**src/rtl/pcap_ring_sched.sv**
```systemverilog
// pcap_ring_sched: allocates host-ring slots for capture records and
// sequences one write-controller command per admitted descriptor.
module pcap_ring_sched #(
  parameter int DESC_DEPTH     = 8,
  parameter int MAX_LEN        = 2048,
  parameter int TIMEOUT_CYCLES = 65535
) (
  input  logic        clk,
  input  logic        reset,
  input  logic        enable,
  input  logic [31:0] ring_base,
  input  logic [31:0] ring_size,
  input  logic [31:0] sw_rd_ptr,
  input  logic        desc_valid,
  output logic        desc_ready,
  input  logic [31:0] desc_begin,
  input  logic [31:0] desc_end,
  output logic        wr_ctrl,
  output logic [31:0] control,
  output logic [31:0] pkt_begin,
  output logic [31:0] pkt_end,
  output logic [31:0] write_address,
  input  logic        wr_ctrl_rdy,
  output logic [31:0] hw_wr_ptr,
  output logic [31:0] rec_count,
  output logic [31:0] drop_count,
  output logic        timeout_err,
  output logic        busy
);

  localparam int AW = $clog2(DESC_DEPTH);
  localparam int TW = $clog2(TIMEOUT_CYCLES + 1);
  localparam logic [TW-1:0] TMAX = TW'(TIMEOUT_CYCLES - 1);

  typedef enum logic [2:0] {
    S_IDLE,
    S_CHECK,
    S_ISSUE,
    S_WAIT,
    S_COMMIT,
    S_HALT
  } state_t;

  state_t r_state;

  logic [31:0] r_fb [DESC_DEPTH];
  logic [31:0] r_fe [DESC_DEPTH];
  logic [AW-1:0] r_wp;
  logic [AW-1:0] r_rp;
  logic [AW:0] r_cnt;

  logic [31:0] r_hbeg;
  logic [31:0] r_hend;
  logic [31:0] r_off;
  logic [33:0] r_rec;
  logic [TW-1:0] r_wcnt;
  logic [15:0] r_seq;

  logic        r_wr_ctrl;
  logic [31:0] r_ctrl;
  logic [31:0] r_pbeg;
  logic [31:0] r_pend;
  logic [31:0] r_addr;
  logic [31:0] r_hw;
  logic [31:0] r_rcnt;
  logic [31:0] r_dcnt;
  logic        r_tout;

  logic w_empty;
  logic w_full;
  logic w_pop;
  logic w_push;

  logic [31:0] w_len;
  logic [33:0] w_pad;
  logic [33:0] w_rec;
  logic [33:0] w_hw;
  logic [33:0] w_sw;
  logic [33:0] w_size;
  logic [33:0] w_free;
  logic [33:0] w_need;
  logic        w_fit;
  logic        w_over;
  logic        w_drop;
  logic [31:0] w_off;
  logic [33:0] w_end;
  logic [31:0] w_next;

  // A full FIFO still accepts a push in the cycle the FSM pops it.
  assign w_empty = (r_cnt == '0);
  assign w_pop   = (r_state == S_IDLE) && !w_empty && enable;
  assign w_full  = (r_cnt == (AW+1)'(DESC_DEPTH)) && !w_pop;
  assign desc_ready = reset && enable && !w_full;
  assign w_push  = desc_valid && desc_ready;

  always_ff @(posedge clk) begin
    if (w_push) begin
      r_fb[r_wp] <= desc_begin;
      r_fe[r_wp] <= desc_end;
    end
  end

  always_ff @(posedge clk) begin
    if (!reset) begin
      r_wp  <= '0;
      r_rp  <= '0;
      r_cnt <= '0;
    end else begin
      if (w_push)
        r_wp <= r_wp + 1'b1;
      if (w_pop)
        r_rp <= r_rp + 1'b1;
      if (w_push && !w_pop)
        r_cnt <= r_cnt + 1'b1;
      else if (!w_push && w_pop)
        r_cnt <= r_cnt - 1'b1;
    end
  end

  // Slot allocation, evaluated against the held descriptor in CHECK.
  assign w_len  = r_hend - r_hbeg;
  assign w_pad  = ({2'b00, w_len} + 34'd15) & ~34'd15;
  assign w_rec  = w_pad + 34'd16;
  assign w_hw   = {2'b00, r_hw};
  assign w_sw   = {2'b00, sw_rd_ptr};
  assign w_size = {2'b00, ring_size};

  always_comb begin
    w_free = '0;
    if (w_hw >= w_sw)
      w_free = w_size - (w_hw - w_sw);
    else
      w_free = w_sw - w_hw;
  end

  assign w_fit  = (w_hw + w_rec) <= w_size;
  assign w_need = w_fit ? w_rec : (w_size - w_hw + w_rec);
  assign w_over = w_len > 32'(MAX_LEN);
  assign w_drop = w_over || (w_need >= w_free);
  assign w_off  = w_fit ? r_hw : 32'd0;

  assign w_end  = {2'b00, r_off} + r_rec;
  assign w_next = (w_end == w_size) ? 32'd0 : w_end[31:0];

  always_ff @(posedge clk) begin
    if (!reset) begin
      r_state   <= S_IDLE;
      r_hbeg    <= '0;
      r_hend    <= '0;
      r_off     <= '0;
      r_rec     <= '0;
      r_wcnt    <= '0;
      r_seq     <= '0;
      r_wr_ctrl <= 1'b0;
      r_ctrl    <= '0;
      r_pbeg    <= '0;
      r_pend    <= '0;
      r_addr    <= '0;
      r_hw      <= '0;
      r_rcnt    <= '0;
      r_dcnt    <= '0;
      r_tout    <= 1'b0;
    end else begin
      r_wr_ctrl <= 1'b0;
      unique case (r_state)
        S_IDLE: begin
          if (w_pop) begin
            r_hbeg  <= r_fb[r_rp];
            r_hend  <= r_fe[r_rp];
            r_state <= S_CHECK;
          end
        end
        S_CHECK: begin
          if (w_drop) begin
            r_dcnt  <= r_dcnt + 1'b1;
            r_state <= S_IDLE;
          end else begin
            r_off     <= w_off;
            r_rec     <= w_rec;
            r_addr    <= ring_base + w_off;
            r_ctrl    <= {r_seq, 14'd0, ~w_fit, 1'b1};
            r_pbeg    <= r_hbeg;
            r_pend    <= r_hend;
            r_wr_ctrl <= 1'b1;
            r_state   <= S_ISSUE;
          end
        end
        S_ISSUE: begin
          r_wcnt  <= '0;
          r_state <= S_WAIT;
        end
        S_WAIT: begin
          if (wr_ctrl_rdy) begin
            r_state <= S_COMMIT;
          end else if (r_wcnt == TMAX) begin
            r_tout  <= 1'b1;
            r_state <= S_HALT;
          end else begin
            r_wcnt <= r_wcnt + 1'b1;
          end
        end
        S_COMMIT: begin
          r_hw    <= w_next;
          r_rcnt  <= r_rcnt + 1'b1;
          r_seq   <= r_seq + 1'b1;
          r_state <= S_IDLE;
        end
        S_HALT: begin
          if (!enable)
            r_state <= S_IDLE;
        end
        default: r_state <= S_IDLE;
      endcase
    end
  end

  assign wr_ctrl       = r_wr_ctrl;
  assign control       = r_ctrl;
  assign pkt_begin     = r_pbeg;
  assign pkt_end       = r_pend;
  assign write_address = r_addr;
  assign hw_wr_ptr     = r_hw;
  assign rec_count     = r_rcnt;
  assign drop_count    = r_dcnt;
  assign timeout_err   = r_tout;
  assign busy          = (r_state != S_IDLE);

endmodule

```
**config.mk**
```make
export PLATFORM = sky130hd
export DESIGN_NAME = pcap_ring_sched
export DESIGN_NICKNAME = d
export VERILOG_FILES = /design/src/rtl/pcap_ring_sched.sv
export SDC_FILE = /design/constraint.sdc
export NUM_CORES = 2
export LEC_CHECK = 0
export ABC_AREA = 1
export ABC_CLOCK_PERIOD_IN_PS = 9900
export CORE_ASPECT_RATIO = 0.75
export CORE_MARGIN = 4
export CORE_UTILIZATION = 65
export CTS_CLUSTER_DIAMETER = 50
export CTS_CLUSTER_SIZE = 24
export DETAILED_ROUTE_END_ITERATION = 10
export DONT_BUFFER_PORTS = 1
export GPL_TIMING_DRIVEN = 0
export PLACE_DENSITY = 0.81
export REMOVE_ABC_BUFFERS = 1
export SYNTH_ARGS = -nofsm -noshare
export SYNTH_HDL_FRONTEND = slang
export SYNTH_SLANG_ARGS = --single-unit
```
**constraint.sdc**
```tcl
create_clock -name clk -period 9.9 [get_ports clk]
set_input_delay 1.98 -clock clk [delete_from_list [all_inputs] [get_ports clk]]
set_output_delay 1.98 -clock clk [all_outputs]
set_load 0.1 [all_outputs]
```
==> impl_metrics.py <==
metrics = {
    "run_status": {
        "outcome": "complete, but fails checks",
        "failed_checks": "capacitance limit, slew limit",
    },
    "clocking": {
        "numCtsBuffers": 69,
        "clock_latency_ns": 0.66,
        "path_clk_slew_ns": 0.09,
        "clock_sinks": 895,
        "cts_tree": "done",
        "ctsRootBufferMaster": "clkbuf_16",
        "cts_max_path_buffers": 3,
        "ctsHoldBuffers": 0,
        "htreeDepth": 3,
    },
    "worst_setup_path": {
        "endpoint_kind": "flop",
        "critPathKind": "reg2reg",
        "crit_required_ns": 10.46,
        "cp_common_cell": "nor2_4",
        "slowest_delay_ns": 0.52,
        "cp-start-kind": "flop",
        "crit_path_max_fanout": 18,
        "critPathArrivalTime_ns": 10.35,
        "slowest_stage": "fa_2",
        "reg2reg_slack_ns": 0.11,
    },
    "yosys": {
        "yosys_most_used_dff": "edfxtp_1",
        "ys_seq_area_share_pct": 43.5,
        "syn_inst": 6443,
        "ys_types": 68,
        "synth_edf_count": 512,
        "yosysTopAreaCellShare_pct": 29.0,
        "synthArstFlopShare_pct": 0,
        "ys_seq_elements": 895,
        "synth.top_cells.by_area": "edfxtp_1 29%, dfxtp_1 14%, ha_1 8.4%",
        "yosysWarningCount": 0,
        "mappedNetlistArea_sq_mm": 0.0530,
        "syn_area_per_cell_sq_um": 8.22,
        "synth_area_leader_cell": "edfxtp_1",
    },
    "timing": {
        "tightestPinTransition_ns": 1.54,
        "finalClockSkew_ns": 0.0578,
        "clock.fmax_ghz": 0.102,
        "finalHoldViolCount": 0,
        "fin_crit_sh_pct": 98.8,
        "hold_ws_ns": 0.451,
        "layout_min_cycle_time_ns": 9.79,
        "drv_slew": 44,
        "maxSlewHeadroom_pct": -3.01,
        "fin_tns_setup_ns": 0,
        "setup-violations-final": 0,
    },
    "drt": {
        "first_iter_violations": 6316,
        "avgViaCountPerCell": 6.30,
        "vias": 47493,
        "drc_errors": 0,
        "drtPass1Iterations": 8,
        "wl_per_cell_microns": 22.5,
        "ant_nets": 0,
        "wirelength_mm": 170,
    },
    "finish": {
        "drive_gt1_share_pct": 8.65,
        "final_cell_mix": "1001 x nand2_1, 711 x nor2_1, 679 x inv_1",
        "final_common_cell": "nand2_1",
        "final_area_sq_mm": 0.0590,
        "area_growth_pct": 11.4,
        "nets": 6945,
        "instances_no_fill": 7534,
    },
    "job": {
        "max_cap_violations": 9,
    },
    "floorplanning": {
        "ios": 393,
        "die_x_microns": 338,
        "die_h_microns": 255,
        "core_area_sq_mm": 0.0806,
        "dieArea_sq_mm": 0.0862,
        "rows": 90,
        "initial_core_util_pct": 65.7,
    },
    "power": {
        "p_leak_nw": 23.9,
        "ir_drop_v": 0.000347,
        "p_per_area_mw_per_mm2": 394,
    },
    "global_route": {
        "grt.total_usage_pct": 37.2,
        "grt_pass1_vias": 43176,
        "grt_antenna_before_repair": 6,
        "grt_pass1_wl_mm": 249,
        "grt-ovfl-total": 0,
        "grt_max_degree": 299,
    },
    "min_path": {
        "hold_path.class": "reg2reg",
    },
    "placed_design": {
        "routabilityCongestion": 1.02,
        "dp.cells": 7311,
        "post-dp-hpwl_mm": 117,
        "place_area_sq_mm": 0.0543,
        "portBuffers": 0,
    },
}
## final timing paths
check,startpoint,to,cells past startpoint
worst min register to register,r_rec[31],r_rec[31],2
worst min-delay path,r_rec[31],r_rec[31],2
worst max register to register,r_hend[0],r_off[22],61
worst max-delay path,r_hend[0],r_off[22],61
## critical path: cells and delay by family (launching register included)
family	cells	cell delay, ns
AO/OA/AOI/OAI	7	1.01
buffers and inverters	13	1.63
AND/OR/NAND/NOR	33	4.43
adder cells (fa/ha/maj)	6	1.86
XOR/XNOR	2	0.36
flip-flops	1	0.34
## metal layers
layer  part of all wire, %  vias to the layer above  global-route usage [%]
met2                    43                     2824                    56.1
met1                    40                    22283                    52.6
met3                    12                      413                    9.22
met5                 0.015                        -                       0
li1                      -                    21969                       -
met4                   4.0                        4                    13.1
## metrics by stage
stage,utilization (%),total power [mW],worst slack (ns)
after floorplan,-,14.0,-2.24
after CTS,71.5,21.1,0.0227
final,73.2,23.3,0.114
after global routing,73.2,24.8,-0.293
after global placement,66.1,16.8,-8.84
after detailed placement,67.4,17.2,-2.41
## cell type report
class	count	area (sq um)
Multi-Input combinational cell	4597	27400
Sequential cell	895	23100
Fill cell	5962	21600
Inverter	720	2770
Timing Repair Buffer	127	1780
Clock buffer	75	1770
Tap cell	1058	1320
Clock inverter	53	786
Timing Repair inverter	6	67.6
Antenna cell	3	7.51
## where the power goes
part	switching [mW]	internal [mW]	leakage, nW	total [mW]
registers	0.205	4.07	7.71	4.27
clock network	1.54	1.55	1.22	3.09
logic	10.2	5.72	15.0	15.9
## cell usage after synthesis (all sizes together) (9+ instances only)
cell type / count
o21bai: 22
mux2i: 64
a21o: 13
ha: 354
o21a: 24
nand3: 203
a21oi: 659
xnor2: 88
buf: 41
edfxtp: 512
inv: 715
xor2: 182
o21ai: 662
a211oi: 11
o221ai: 56
a31oi: 14
nand3b: 9
nor2: 765
fa: 10
nor3: 118
o211ai: 12
o22ai: 41
a21boi: 17
dfxtp: 383
nand2: 1060
o32ai: 46
clkbuf: 204
nand4: 65
nor4: 28
## timing repair
item | CTS | global route
endpoints found under the setup margin | 210 | 210
buffers inserted | 20 | 54
resized for setup | 82 | 190
pin swaps | 14 | 58
gates cloned | 12 | 4
## cells by family after synthesis
group / count (synthesis) / share of synthesized area (%)
and+or+nand+nor: 2269 / 18.1
AOI/OAI and AO/OA: 1612 / 16.9
buffers and inverters: 965 / 7.02
DFF: 895 / 43.5
adders and majority gates: 364 / 8.74
xor gates and xnor gates: 272 / 4.55
muxes: 65 / 1.23
other: 1 / 0.00708
## sequential cells by signal, indices dropped and copies added (netlist names), 18 cells and up
name	count
r_hend	32
r_rec	30
r_hbeg	32
pkt_begin	32
drop_count	32
control	18
hw_wr_ptr	32
write_address	32
r_fb	256
r_fe	256
r_off	32
pkt_end	32
rec_count	32
No activity file was read; power rests on OpenSTA's default activity.
